[config.mk]
export PLATFORM = sky130hd
export DESIGN_NAME = lcd_content
export DESIGN_NICKNAME = d
export VERILOG_FILES = /design/src/rtl/lcd_pkg.sv /design/src/rtl/lcd_byte_writer.sv /design/src/rtl/lcd_content.sv
export SDC_FILE = /design/constraint.sdc
export NUM_CORES = 1
export LEC_CHECK = 0
export CORE_AREA = 8 8 168 170
export CTS_BUF_LIST = sky130_fd_sc_hd__clkbuf_16
export CTS_CLUSTER_DIAMETER = 80
export CTS_CLUSTER_SIZE = 25
export DETAILED_ROUTE_END_ITERATION = 10
export DIE_AREA = 0 0 176 178
export GPL_TIMING_DRIVEN = 1
export PLACE_DENSITY = 0.56
export SYNTH_ARGS = -nofsm -noshare
export SYNTH_HDL_FRONTEND = slang
export SYNTH_SLANG_ARGS = --single-unit
[constraint.sdc]
create_clock -name iCLK -period 4.5 [get_ports iCLK]
set_clock_uncertainty 0.15 [all_clocks]
set_input_delay 0.9 -clock iCLK [delete_from_list [all_inputs] [get_ports iCLK]]
set_output_delay 0.9 -clock iCLK [all_outputs]
set_load 0.01 [all_outputs]
[src/rtl/lcd_pkg.sv]
// rtl/lcd_pkg.sv - shared constants, state types and BCD helper for the character LCD driver
package lcd_pkg;

    localparam logic [7:0] CMD_FUNC  = 8'h38;
    localparam logic [7:0] CMD_DISP  = 8'h0C;
    localparam logic [7:0] CMD_CLR   = 8'h01;
    localparam logic [7:0] CMD_ENTRY = 8'h06;
    localparam logic [7:0] CMD_L1    = 8'h80;
    localparam logic [7:0] CMD_L2    = 8'hC0;

    localparam logic [2:0] SCR_WELCOME = 3'd0;
    localparam logic [2:0] SCR_TYPE    = 3'd1;
    localparam logic [2:0] SCR_CONFIRM = 3'd2;
    localparam logic [2:0] SCR_DONE    = 3'd3;
    localparam logic [2:0] SCR_COUNTS  = 3'd4;
    localparam logic [2:0] SCR_WINNER  = 3'd5;
    localparam logic [2:0] SCR_TOTAL   = 3'd6;
    localparam logic [2:0] SCR_NULL    = 3'd7;

    // Sequencer steps: 0..3 init, then 0x80 + 16 chars + 0xC0 + 16 chars, looping to STEP_L1
    localparam logic [5:0] STEP_L1   = 6'd4;
    localparam logic [5:0] STEP_L2   = 6'd21;
    localparam logic [5:0] STEP_LAST = 6'd37;

    typedef enum logic [1:0] {W_IDLE, W_SETUP, W_PULSE, W_WAIT} writer_state_t;
    typedef enum logic {SEQ_PWRUP, SEQ_RUN} seq_state_t;

    function automatic logic [7:0] bcd_to_ascii(input logic [3:0] d);
        return (d <= 4'd9) ? (8'h30 + {4'h0, d}) : 8'h2D;
    endfunction

endpackage

[src/rtl/lcd_byte_writer.sv]
// rtl/lcd_byte_writer.sv - one LCD bus transfer: SETUP, EN pulse, then settle wait
module lcd_byte_writer #(
    parameter int EN_CYCLES = 16,
    parameter int XFER_WAIT = 2_500,
    parameter int CLR_WAIT  = 100_000
) (
    input  logic       clk,
    input  logic       rst,
    input  logic       start,
    input  logic       rs,
    input  logic [7:0] data,
    input  logic       long_wait,
    output logic       ready,
    output logic       done,
    output logic       lcd_en,
    output logic       lcd_rs,
    output logic [7:0] lcd_data
);
    import lcd_pkg::*;

    writer_state_t state, state_next;
    logic [31:0]   cnt, cnt_next;
    logic          long_q;
    logic          load;
    logic [31:0]   wait_last;

    assign wait_last = long_q ? 32'(CLR_WAIT - 1) : 32'(XFER_WAIT - 1);

    always_ff @(posedge clk) begin
        if (rst) begin
            state    <= W_IDLE;
            cnt      <= '0;
            lcd_rs   <= 1'b0;
            lcd_data <= 8'h00;
            long_q   <= 1'b0;
        end else begin
            state <= state_next;
            cnt   <= cnt_next;
            if (load) begin
                lcd_rs   <= rs;
                lcd_data <= data;
                long_q   <= long_wait;
            end
        end
    end

    // A start accepted on the final WAIT cycle chains straight into the next SETUP
    always_comb begin
        state_next = state;
        cnt_next   = cnt;
        load       = 1'b0;
        done       = 1'b0;
        case (state)
            W_IDLE: begin
                if (start) begin
                    load       = 1'b1;
                    state_next = W_SETUP;
                end
            end
            W_SETUP: begin
                state_next = W_PULSE;
                cnt_next   = '0;
            end
            W_PULSE: begin
                if (cnt == 32'(EN_CYCLES - 1)) begin
                    state_next = W_WAIT;
                    cnt_next   = '0;
                end else begin
                    cnt_next = cnt + 32'd1;
                end
            end
            W_WAIT: begin
                if (cnt == wait_last) begin
                    done     = 1'b1;
                    cnt_next = '0;
                    if (start) begin
                        load       = 1'b1;
                        state_next = W_SETUP;
                    end else begin
                        state_next = W_IDLE;
                    end
                end else begin
                    cnt_next = cnt + 32'd1;
                end
            end
            default: state_next = W_IDLE;
        endcase
    end

    assign ready  = (state == W_IDLE) || done;
    assign lcd_en = (state == W_PULSE);

endmodule

[src/rtl/lcd_content.sv]
// rtl/lcd_content.sv - power-up, init and continuous screen refresh for the 16x2 voting-machine LCD
module lcd_content #(
    parameter int PWRUP_CYCLES = 1_000_000,
    parameter int EN_CYCLES    = 16,
    parameter int XFER_WAIT    = 2_500,
    parameter int CLR_WAIT     = 100_000
) (
    input  logic       iCLK,
    input  logic       iRST,
    input  logic [2:0] estado,
    input  logic [3:0] bcd1,
    input  logic [3:0] bcd2,
    input  logic [3:0] c1Dez,
    input  logic [3:0] c1Uni,
    input  logic [3:0] c2Dez,
    input  logic [3:0] c2Uni,
    input  logic [3:0] c3Dez,
    input  logic [3:0] c3Uni,
    input  logic [3:0] c4Dez,
    input  logic [3:0] c4Uni,
    input  logic [3:0] tDez,
    input  logic [3:0] tUni,
    input  logic [3:0] nDez,
    input  logic [3:0] nUni,
    input  logic [3:0] cadVencedr1,
    input  logic [3:0] cadVencedr2,
    inout  wire  [7:0] LCD_DATA,
    output logic       LCD_RW,
    output logic       LCD_EN,
    output logic       LCD_RS
);
    import lcd_pkg::*;

    seq_state_t  seq_state, seq_next;
    logic [31:0] pwr_cnt, pwr_next;
    logic [5:0]  step, step_next;
    logic        start, ready, done;
    logic        byte_rs, long_wait;
    logic [7:0]  byte_data, ch, data_out;
    logic        line2, tie, pair_en;
    logic [3:0]  col, pair_col, tens, units;
    logic [127:0] tmpl;

    // Digit positions are blank here and overlaid from the live BCD inputs
    function automatic logic [127:0] screen_line(input logic [2:0] scr, input logic l2,
                                                 input logic is_tie);
        logic [127:0] t;
        t = "                ";
        case (scr)
            SCR_WELCOME: t = l2 ? "KEY0 P/ VOTAR   " : "URNA ELETRONICA ";
            SCR_TYPE:    t = l2 ? "CANDIDATO:      " : "DIGITE O NUMERO ";
            SCR_CONFIRM: t = l2 ? "NUMERO:         " : "CONFIRMA VOTO?  ";
            SCR_DONE:    t = l2 ? "OBRIGADO        " : "VOTO CONFIRMADO ";
            SCR_COUNTS:  t = l2 ? "C17:    C51:    " : "C12:    C13:    ";
            SCR_WINNER:  t = !l2 ? "VENCEDOR:       " :
                             (is_tie ? "EMPATE          " : "CANDIDATO       ");
            SCR_TOTAL:   t = l2 ? "TOTAL:          " : "TOTAL DE VOTOS  ";
            SCR_NULL:    t = l2 ? "NULOS:          " : "VOTOS NULOS     ";
            default:     t = "                ";
        endcase
        return t;
    endfunction

    always_ff @(posedge iCLK) begin
        if (iRST) begin
            seq_state <= SEQ_PWRUP;
            pwr_cnt   <= '0;
            step      <= '0;
        end else begin
            seq_state <= seq_next;
            pwr_cnt   <= pwr_next;
            step      <= step_next;
        end
    end

    always_comb begin
        seq_next  = seq_state;
        pwr_next  = pwr_cnt;
        step_next = step;
        start     = 1'b0;
        case (seq_state)
            SEQ_PWRUP: begin
                if (pwr_cnt == 32'(PWRUP_CYCLES - 1)) begin
                    seq_next = SEQ_RUN;
                    pwr_next = '0;
                end else begin
                    pwr_next = pwr_cnt + 32'd1;
                end
            end
            SEQ_RUN: begin
                if (ready) begin
                    start     = 1'b1;
                    step_next = (step == STEP_LAST) ? STEP_L1 : step + 6'd1;
                end
            end
            default: seq_next = SEQ_PWRUP;
        endcase
    end

    always_comb begin
        line2    = (step > STEP_L2);
        col      = line2 ? 4'(step - 6'd22) : 4'(step - 6'd5);
        tie      = (cadVencedr1 == 4'd8) && (cadVencedr2 == 4'd8);
        tmpl     = screen_line(estado, line2, tie);
        ch       = tmpl[{~col, 3'b000} +: 8];
        pair_en  = 1'b0;
        pair_col = 4'd0;
        tens     = 4'd0;
        units    = 4'd0;
        case (estado)
            SCR_TYPE, SCR_CONFIRM: begin
                pair_en  = line2;
                pair_col = (estado == SCR_TYPE) ? 4'd11 : 4'd8;
                tens     = bcd2;
                units    = bcd1;
            end
            SCR_COUNTS: begin
                pair_en  = 1'b1;
                pair_col = col[3] ? 4'd12 : 4'd4;
                if (!line2) begin
                    tens  = col[3] ? c2Dez : c1Dez;
                    units = col[3] ? c2Uni : c1Uni;
                end else begin
                    tens  = col[3] ? c4Dez : c3Dez;
                    units = col[3] ? c4Uni : c3Uni;
                end
            end
            SCR_WINNER: begin
                pair_en  = line2 && !tie;
                pair_col = 4'd10;
                tens     = cadVencedr1;
                units    = cadVencedr2;
            end
            SCR_TOTAL: begin
                pair_en  = line2;
                pair_col = 4'd7;
                tens     = tDez;
                units    = tUni;
            end
            SCR_NULL: begin
                pair_en  = line2;
                pair_col = 4'd7;
                tens     = nDez;
                units    = nUni;
            end
            default: pair_en = 1'b0;
        endcase
        if (pair_en && col == pair_col) begin
            ch = bcd_to_ascii(tens);
        end else if (pair_en && col == pair_col + 4'd1) begin
            ch = bcd_to_ascii(units);
        end
    end

    always_comb begin
        byte_rs   = 1'b0;
        long_wait = 1'b0;
        byte_data = ch;
        case (step)
            6'd0:    byte_data = CMD_FUNC;
            6'd1:    byte_data = CMD_DISP;
            6'd2: begin
                byte_data = CMD_CLR;
                long_wait = 1'b1;
            end
            6'd3:    byte_data = CMD_ENTRY;
            STEP_L1: byte_data = CMD_L1;
            STEP_L2: byte_data = CMD_L2;
            default: byte_rs   = 1'b1;
        endcase
    end

    lcd_byte_writer #(
        .EN_CYCLES (EN_CYCLES),
        .XFER_WAIT (XFER_WAIT),
        .CLR_WAIT  (CLR_WAIT)
    ) u_writer (
        .clk       (iCLK),
        .rst       (iRST),
        .start     (start),
        .rs        (byte_rs),
        .data      (byte_data),
        .long_wait (long_wait),
        .ready     (ready),
        .done      (done),
        .lcd_en    (LCD_EN),
        .lcd_rs    (LCD_RS),
        .lcd_data  (data_out)
    );

    assign LCD_DATA = data_out;
    assign LCD_RW   = 1'b0;

    logic unused_done;
    assign unused_done = done;

endmodule

==> results of run 1 <==
-- cell families after synthesis --
logic type,Yosys count
adder cells (fa/ha/maj),14
AO/OA/AOI/OAI,349
multiplexers,29
flip-flops,83
XOR/XNOR,36
other,1
AND/OR/NAND/NOR,433
buffers and inverters,102
-- cells in the mapped netlist (all sizes together), types with 5 or more instances --
cell / number / area [um^2]
o21ai: 78 / 394
xor2: 22 / 193
inv: 15 / 56.3
mux2: 12 / 135
or3: 18 / 113
o221ai: 7 / 61.3
a2111oi: 6 / 58.8
a221oi: 11 / 96.3
a211o: 7 / 61.3
a21oi: 94 / 485
nor2: 120 / 463
nor3: 32 / 181
dfxtp: 83 / 1660
a21o: 7 / 60.1
nor4b: 5 / 73.8
mux2i: 17 / 170
clkbuf: 47 / 178
nor4: 18 / 113
nor3b: 5 / 37.5
and3: 17 / 106
nand2: 74 / 280
o211ai: 18 / 149
a31oi: 20 / 125
ha: 14 / 175
nand4b: 5 / 43.8
a22oi: 15 / 113
nand4: 27 / 169
buf: 40 / 220
nand3: 47 / 235
o22ai: 9 / 56.3
nand2b: 8 / 50.1
a311oi: 9 / 85.1
and2: 10 / 62.6
o31ai: 6 / 45.0
or2: 8 / 50.1
nand3b: 12 / 90.1
and4: 7 / 61.3
xnor2: 14 / 123
nor2b: 11 / 68.8
a211oi: 12 / 90.1
-- worst max path at each step --
| stage | end | depth (start not counted) | slack, ns |
|---|---|---|---|
| 6_report | LCD_DATA[1]$_SDFFE_PP0P_ | 11 | 0.48 |
| 5_1_grt | LCD_DATA[1]$_SDFFE_PP0P_ | 11 | 0.22 |
| 4_1_cts | LCD_DATA[1]$_SDFFE_PP0P_ | 11 | 0.57 |
| 3_5_place_dp | LCD_DATA[3]$_SDFFE_PP0P_ | 9 | 0.57 |
| 3_3_place_gp | LCD_DATA[1]$_SDFFE_PP0P_ | 11 | 0.54 |
| 2_1_floorplan | LCD_DATA[6]$_SDFFE_PP0P_ | 13 | 1.08 |
-- registers in the layout, indices dropped and copies added (netlist names) --
signal and flops:
seq_state 1, LCD_DATA 8, step 6, u_writer.lcd_rs 1, pwr_cnt 32, u_writer.cnt 32
u_writer.long_q 1, u_writer.state 2
-- power groups by stage --
stage | Clock [mW] | Sequential (mW) | Combinational [mW]
3_3_place_gp | 0 | 0.763 | 0.323
5_1_grt | 0.817 | 0.746 | 0.351
2_1_floorplan | 0 | 0.761 | 0.181
4_1_cts | 0.793 | 0.746 | 0.321
6_report | 0.766 | 0.746 | 0.328
3_5_place_dp | 0 | 0.763 | 0.320
-- critical path, stage by stage, from the launching register on --
cell and delay (ns):
sky130_fd_sc_hd__dfxtp_1 0.31, sky130_fd_sc_hd__inv_1 0.29, sky130_fd_sc_hd__ha_1 0.36, sky130_fd_sc_hd__and4bb_1 0.34, sky130_fd_sc_hd__buf_4 0.27, sky130_fd_sc_hd__o21ai_2 0.29, sky130_fd_sc_hd__nand2_2 0.27, sky130_fd_sc_hd__a2111oi_0 0.54
sky130_fd_sc_hd__a2111oi_0 0.18, sky130_fd_sc_hd__o32ai_1 0.43, sky130_fd_sc_hd__mux2i_1 0.16, sky130_fd_sc_hd__a2111oi_2 0.35
-- per-layer routing --
| layer | vias up | wire [um] |
|---|---|---|
| met1 | 4051 | 12900 |
| met5 | - | 8 |
| met3 | 74 | 2450 |
| li1 | 4044 | - |
| met4 | 2 | 803 |
| met2 | 394 | 12200 |
-- stage by stage --
stage / cells / utilization, % / hold WS [ns]
floorplan: 1047 / - / 0.302
global placement: 1406 / 33.4 / 0.301
detailed placement: 1406 / 33.4 / 0.307
CTS: 1422 / 34.7 / 0.317
global route: 1422 / 34.7 / 0.341
finish: 1422 / 34.7 / 0.318
-- placed cells by master, fill, tap and decap left out, types with 14 or more instances in the layout --
| cell type | instances |
|---|---|
| sky130_fd_sc_hd__nor2_1 | 117 |
| sky130_fd_sc_hd__a21oi_1 | 92 |
| sky130_fd_sc_hd__dfxtp_1 | 82 |
| sky130_fd_sc_hd__o21ai_0 | 75 |
| sky130_fd_sc_hd__nand2_1 | 73 |
| sky130_fd_sc_hd__clkdlybuf4s50_1 | 66 |
| sky130_fd_sc_hd__nand3_1 | 47 |
| sky130_fd_sc_hd__buf_4 | 40 |
| sky130_fd_sc_hd__nor3_1 | 29 |
| sky130_fd_sc_hd__nand4_1 | 27 |
| sky130_fd_sc_hd__xor2_1 | 22 |
| sky130_fd_sc_hd__a31oi_1 | 20 |
| sky130_fd_sc_hd__or3_1 | 18 |
| sky130_fd_sc_hd__nor4_1 | 18 |
| sky130_fd_sc_hd__mux2i_1 | 17 |
| sky130_fd_sc_hd__and3_1 | 17 |
| sky130_fd_sc_hd__o211ai_1 | 17 |
| sky130_fd_sc_hd__inv_1 | 15 |
| sky130_fd_sc_hd__a22oi_1 | 15 |
| sky130_fd_sc_hd__xnor2_1 | 14 |
| sky130_fd_sc_hd__ha_1 | 14 |
-- layout make-up --
cell class / count / area [um^2] / area share [%]
multi-input cells: 862 / 5430 / 61.1
flip-flops and latches: 83 / 1660 / 18.7
repair buffers: 111 / 1000 / 11.3
well taps: 335 / 419 / 4.72
clock buffers: 9 / 225 / 2.54
clock inverters: 7 / 87.6 / 0.986
inverters: 15 / 56.3 / 0.634
==> impl.org, run 1 <==
** Logic synthesis
- Multiplexer cells account for 4.05% of the synthesized area.
- Proportion of register bits with asynchronous set or reset after synthesis :: 0%
- Area share of fa/ha/maj cells after synthesis :: ~2.3%
- The synthesized netlist devotes 30.3% of its cell area to simple gates.
- Post-Synthesis Cell Area :: 7540 um^2
- Yosys warning total :: 0
- The synthesized design contains 0 enable-type register cells.
- Post-synthesis compound-gate area fraction :: 31.1%
- The average instance in the mapped netlist occupies 7.20 um^2.
- Sequential-to-total area share from yosys stat :: 22.0%
- Synth Area in XOR/XNOR :: between 4 and 5%
- When the netlist entered floorplanning its net count stood at 1,130.
- Prevailing post-synth register cell :: sky130_fd_sc_hd__dfxtp_1
- In the synthesized netlist, the number of instances is between 1,000 and 1,500.
- In this run, distinct cell masters in the synthesized netlist total 92.
- By area, the combinational part of the netlist is dominated by compound AO/OA/AOI/OAI gates.
- Counting flops and latches in the post-synthesis netlist gives 83.

** Setup path
- Register-to-Register Setup Slack :: 0.48 ns
- The endpoint identified for the worst register-to-register timing path is LCD_DATA[1]$_SDFFE_PP0P_.
- WS Path Type :: flip-flop to flip-flop
- For the worst setup path, the data required time is 4.60 ns.
- R2r startpoint :: step[1]$_SDFFE_PP0P_
- Maximum fanout along the worst path :: 17
- Kind of end point of the critical path :: flip-flop
- Type of element launching the critical path :: flip-flop
- The critical path starts at step[1]$_SDFFE_PP0P_.
- Worst Reg2Reg Path Length in Cells :: 11
- STA puts the critical path data arrival time at ~4 ns.

** Min path
- The worst hold path terminates at u_writer.lcd_rs$_SDFFE_PP0P_.
- The startpoint identified for the worst hold timing path is u_writer.lcd_rs$_SDFFE_PP0P_.
- Along the worst hold path, the cell count comes to 2.
- Path category of the worst min-delay check :: flip-flop to flip-flop

** STA
- Setup repair after global routing left no endpoint under its margin.
- In the finished design, the share of the clock period the worst path needs comes to 89.4%.
- Final count of negative-setup-slack endpoints :: 0
- Fin. max-slew vios :: 0
- Worst relative slew slack :: roughly a quarter
- Final count of hold timing violations :: 0
- The worst path needs ~4.0 ns of the cycle, external delays included.
- Setup TNS :: 0 ns
- Final critical-path setup slack :: 0.477 ns
- Timing-limited maximum frequency :: ~250 MHz
- Slew at the pin with the worst max-slew slack :: 1.10 ns

** GRT
- For met3 alone, demand over resource in global routing was 4.09%.
- Most congested layer reported by global routing :: met2
- Global routing usage on met2 :: 26.4%
- The number of antenna violations at the first check in global routing is 1.
- Entering global routing, the biggest net connects 65 pins.
- Overflow after GRT :: 0
- Overall global routing resource usage :: 17.5%
- The first global-routing pass estimated 44,700 um of wire.
- Global routing consumed, on the met1 layer, between 20% and 30% of the routing resources.
- The via count of the first global-routing pass came to roughly 7,900.

** Clock tree
- Insertion delay of the later-clocked pin in the worst-skew pair :: 0.35 ns
- TritonCTS clock tree :: done
- Post-cts repair resize count :: 0
- Buffer cell driving the clock tree root :: sky130_fd_sc_hd__clkbuf_16
- CTS Hold Bufs :: 0
- In this run the number of H-tree levels came out at 3.
- Counting along the longest clock path gives a buffer depth of 2.
- Number of buffers added for setup after CTS :: 0
- The number of clock buffers added by TritonCTS is 9.
- For this design, the sink count on the clock tree is 83.
- Clock-pin slew on the worst setup and hold paths :: approximately 0.070 ns

** Route
- For this block, the initial DRC count from the detailed router was 1,095.
- Number of search-and-repair iterations in the first detailed-routing pass :: 5
- Once detail routing completed, the nets flagged for antenna violations numbered 0.
- Post-DR vias/cell :: roughly 6.0
- Routed wire length :: 28,400 um
- The detailed router placed 8,565 vias in this run.
- After detailed routing, the average wire length per cell comes to 19.9 um.
- Remaining DRCs :: 0

** Floorplanning
- Count of boundary I/O pins :: 80
- Measured along the x axis, the die boundary spans 176 um.
- Starting Density :: about 30%
- Number of placement rows :: 59
- Floorplan core area :: 25,600 um^2
- The floorplan step set the die height to 178 um.
- The floorplan step defined a die boundary enclosing approximately 31,000 um^2.

** Final layout
- Once layout is done, the placed cells without fillers occupy 8880 um^2.
- Area growth syn-to-layout :: 17.7%
- Fill cells in the final layout number ~2,700.
- At the end of the flow, the number of nets in the layout was 1,165.
- Fraction of layout instances using a drive strength above 1 :: 9.66%
- Antenna cell count :: 0

** Power
- Summed over all cells, the static leakage comes to between 2 and 3 nW.
- Clock network power share :: between 40% and 50%
- Proportion of power drawn by combinational gates :: 17.8%
- Maximum vdd drop :: just over 200 uV
- The analysis attributes to net switching a power of 0.523 mW.
- Power density normalized to cell area :: 207 nW/um^2
- Switching part of the total :: 28.4%
- The share of total power dissipated in sequential elements is 40.5%.
- The internal power of the cells totals 1.32 mW.
- Total power for the finished layout comes to 1.84 mW.

** Placed design
- Cell area after placement :: 8570 um^2
- Buffers placed on the I/O ports in this run total 70.
- Post-Place Worst Slack :: 0.570 ns
- Detailed placement finished with a half-perimeter wire length of 20,800 um.
- The congestion estimate from routability-driven global placement came to 0.984.

** Run
- Max capacitance violation total :: 0

** Status
- The flow ran to the end, and the final reports show no timing, DRC or antenna violations.
(Power assumes the default switching activity.)
==> run 2: changes to the inputs <==
CELL_PAD_IN_SITES_DETAIL_PLACEMENT = 0   (was not set)
CELL_PAD_IN_SITES_GLOBAL_PLACEMENT = 1   (was not set)
PLACE_DENSITY = 0.7   (was 0.56)
==> run 2 against run 1 <==
Compared with the run above: die area stayed put; worst setup slack improved by 0.089 ns; design area is 0.21% higher; routed wire length up 1.3%; utilization rose by 0.073 points; global-route usage increased by 0.31 points; maximum frequency is 2.3% higher; flip-flop and latch count unchanged; hold slack got worse by 0.011 ns; critical path type is now input pin to flip-flop; critical endpoint is now LCD_DATA[3]$_SDFFE_PP0P_; largest power group unchanged; highest routed layer is now met4.
==> impl.org, run 2 (same netlist as run 1, synthesis figures left out) <==
** STA
- Final count of negative-setup-slack endpoints :: 0 (unchanged)
- The maximum frequency from static timing analysis came to 254 MHz (+2.3%).
- Setup repair after global routing left no endpoint under its margin.
- The hold violation count in the final report was 0 (unchanged).
- Period minus WS final :: 3.93 ns (-0.0886 ns)
- The final worst slack came to 0.566 ns (+0.0886 ns).
- The slew at the pin closest to its max-slew limit is 0.911 ns (-0.189 ns).
- The share of the clock period used by the worst path after layout is 87.4% (-2.0 points).
- Worst relative slew slack :: 39.3% (+13 points)
- Fin. max-slew vios :: 0 (unchanged)
- The total negative slack for setup checks came to 0 ns (unchanged).

** Placed design
- The total instance count after detailed placement was 1,404 (-0.14%).
- The detailed-placement wirelength estimate is 20,800 um (-0.33%).
- Post-Place Worst Slack :: 0.313 ns (-0.256 ns)
- Final RePlAce weighted congestion :: 0.972 (-1.2%)
- # port buffers :: 70 (unchanged)

** Power
- Maximum vdd drop :: 221 uV (+7.7%)
- The net switching component of the power is 0.498 mW (-4.8%).
- Power density normalized to cell area :: 215 nW/um^2 (+3.6%)
- Cell internal power dissipation :: 1.41 mW (+7.3%)
- Switching part of the total :: 26.0% (-2.4 points)
- The share of power burned in the clock network was 44.1% (+2.5 points).
- Proportion of power drawn by combinational gates :: 16.8% (-1.0 points)
- Sequential power share :: 39.0% (-1.5 points)
- Leakage :: 2.93 nW (+0.59%)
- The total power consumption of the routed design is 1.91 mW (+3.8%).

** Setup path
- Data required time of the critical path :: 4.55 ns (-0.05 ns)
- In this run the critical register-to-register path is captured at LCD_DATA[4]$_SDFFE_PP0P_.
- In this run the critical register-to-register path is launched from step[0]$_SDFFE_PP0P_.
- The worst setup path is launched from an input pin.
- Maximum fanout along the worst path :: 8 (-9)
- Register-to-Register Setup Slack :: 0.61 ns (+0.13 ns)
- WS Path Type :: input pin to flip-flop
- The signal arrival time at the worst endpoint is 3.98 ns (-0.14 ns).
- The depth of the most critical reg-to-reg path is 11 (unchanged).
- Kind of end point of the critical path :: flip-flop

** Floorplanning
- The height of the chip was 178 um (unchanged).
- The number of top-level design ports is 80 (unchanged).
- Starting Density :: 29.4% (unchanged)
- The chip width came to 176 um (unchanged).
- The core region area is 25,600 um^2 (unchanged).
- The die area came to 31,300 um^2 (unchanged).
- Number of placement rows :: 59 (unchanged)

** Route
- The total DRC errors in the routed layout was 0 (unchanged).
- The DRC marker count from the first detailed-route iteration came to 1,170 (+6.8%).
- The overall routed net length came to 28,700 um (+1.3%).
- The number of detailed-route iterations in the first pass was 6 (+1).
- The mean routed wirelength per cell came to 20.2 um (+1.4%).
- The number of nets with antenna violations after routing is 0 (unchanged).
- Post-DR vias/cell :: 6.02 (about the same)
- Via Count :: 8,545 (-0.23%)

** Clock tree
- Clock tree synthesis selected as its root buffer the cell sky130_fd_sc_hd__clkbuf_16.
- TritonCTS clock tree :: done
- The source-to-sink clock delay at the later pin of the worst-skew pair was 0.35 ns (about the same).
- The clock-pin slew of the registers on the worst-case setup and hold paths is 0.06 ns (about the same).
- Post-cts repair resize count :: 0 (unchanged)
- Number of buffers added for setup after CTS :: 0 (unchanged)
- Max H-tree Level :: 3 (unchanged)
- CTS Hold Bufs :: 0 (unchanged)
- The clock buffer count from CTS came to 9 (unchanged).
- The number of sinks handled by clock tree synthesis was 83 (unchanged).
- Longest Clk Path Bufs :: 2 (unchanged)

** Final layout
- Most common cell after layout, fill and taps aside :: sky130_fd_sc_hd__nor2_1
- The number of nets in the final layout is 1,163 (-0.17%).
- Relative to the synthesized area, the layout overhead comes to 18.0%.
- The top cell types in the final layout, fill and taps aside, are 117 x sky130_fd_sc_hd__nor2_1, 92 x sky130_fd_sc_hd__a21oi_1, 82 x sky130_fd_sc_hd__dfxtp_1.
- Final Non-Filler Cells :: 1,420 (-0.14%)
- The share of cells above drive strength 1 was 9.22% (-0.44 points).
- Filler instances :: 2,701 (+1.2%)
- The number of antenna repair diodes came to 0 (unchanged).

** GRT
- The number of antenna violations at the first check in global routing was 0 (-1).
- The total global routing overflow was 0 (unchanged).
- Overall global routing resource usage :: 17.8% (+0.31 points)
- The via count of the first global-routing pass came to 7,957 (+1.1%).
- Global-route wire length before repair :: 45,100 um (+0.74%)
- The pin count of the biggest net entering global routing came to 50 (-23%).

** Status
- Run status :: finished, final reports clean

** Min path
- The tightest min-delay check is of the flip-flop to flip-flop type.
- The worst hold path begins at u_writer.lcd_rs$_SDFFE_PP0P_.
- Worst Hold Path EP :: u_writer.lcd_rs$_SDFFE_PP0P_
- The number of stages on the worst hold path came to 2 (unchanged).

** Run
- Max capacitance violation total :: 0 (unchanged)
==> run 2: cell count changes in the layout (fill, tap and decap cells not counted), sizes merged <==
cell      before  now
buf           45   43
bufinv         1    3
clkinv         3    1
clkinvlp       2    1
inv           16   17
==> run 2: routing by layer <==
layer / global-route usage (%) / routed length (um)
met2: 26.5 / 12100
met5: 0.640 / 0
met3: 4.11 / 2500
met1: 24.4 / 13000
met4: 7.10 / 1140
==> run 2: area by class of cell <==
| class | count | area [um^2] | share of cell area [%] |
|---|---|---|---|
| sequential | 83 | 1660 | 18.7 |
| clock buffer | 9 | 225 | 2.53 |
| tap | 335 | 419 | 4.71 |
| timing repair buffer | 109 | 998 | 11.2 |
| clock inverter | 7 | 109 | 1.22 |
| inverter | 15 | 56.3 | 0.633 |
| multi-input combinational | 862 | 5430 | 61.0 |
==> run 2: worst max-delay path by stage <==
stage,start,endpoint,cells after the start
2_1_floorplan,step[0]$_SDFFE_PP0P_,LCD_DATA[6]$_SDFFE_PP0P_,13
3_3_place_gp,cadVencedr2[0],LCD_DATA[3]$_SDFFE_PP0P_,9
3_5_place_dp,cadVencedr2[0],LCD_DATA[3]$_SDFFE_PP0P_,9
4_1_cts,cadVencedr2[0],LCD_DATA[3]$_SDFFE_PP0P_,9
5_1_grt,step[0]$_SDFFE_PP0P_,LCD_DATA[6]$_SDFFE_PP0P_,9
6_report,cadVencedr2[0],LCD_DATA[3]$_SDFFE_PP0P_,9
==> run 2: power by group through the flow <==
stage | clock (mW) | combinational (mW) | sequential (mW)
2_1_floorplan | 0 | 0.181 | 0.761
3_3_place_gp | 0 | 0.319 | 0.762
3_5_place_dp | 0 | 0.314 | 0.762
4_1_cts | 0.861 | 0.316 | 0.746
5_1_grt | 0.898 | 0.344 | 0.746
6_report | 0.843 | 0.322 | 0.746
==> run 2: critical path: stages <==
cell and delay, ns:
sky130_fd_sc_hd__clkdlybuf4s50_1 0.47, sky130_fd_sc_hd__nor4b_4 0.60, sky130_fd_sc_hd__nand2_1 0.36, sky130_fd_sc_hd__a211oi_1 0.38
sky130_fd_sc_hd__nor3_1 0.07, sky130_fd_sc_hd__o21ai_0 0.18, sky130_fd_sc_hd__a31oi_1 0.14, sky130_fd_sc_hd__o311ai_0 0.75
sky130_fd_sc_hd__a21oi_1 0.13
==> run 2: stage by stage <==
| stage | hold WS [ns] | instance area (um^2) | util [%] |
|---|---|---|---|
| 2_1_floorplan | 0.302 | 7540 | - |
| 3_3_place_gp | 0.304 | 8560 | 33.4 |
| 3_5_place_dp | 0.305 | 8560 | 33.4 |
| 4_1_cts | 0.314 | 8900 | 34.7 |
| 5_1_grt | 0.334 | 8900 | 34.7 |
| 6_report | 0.308 | 8900 | 34.7 |
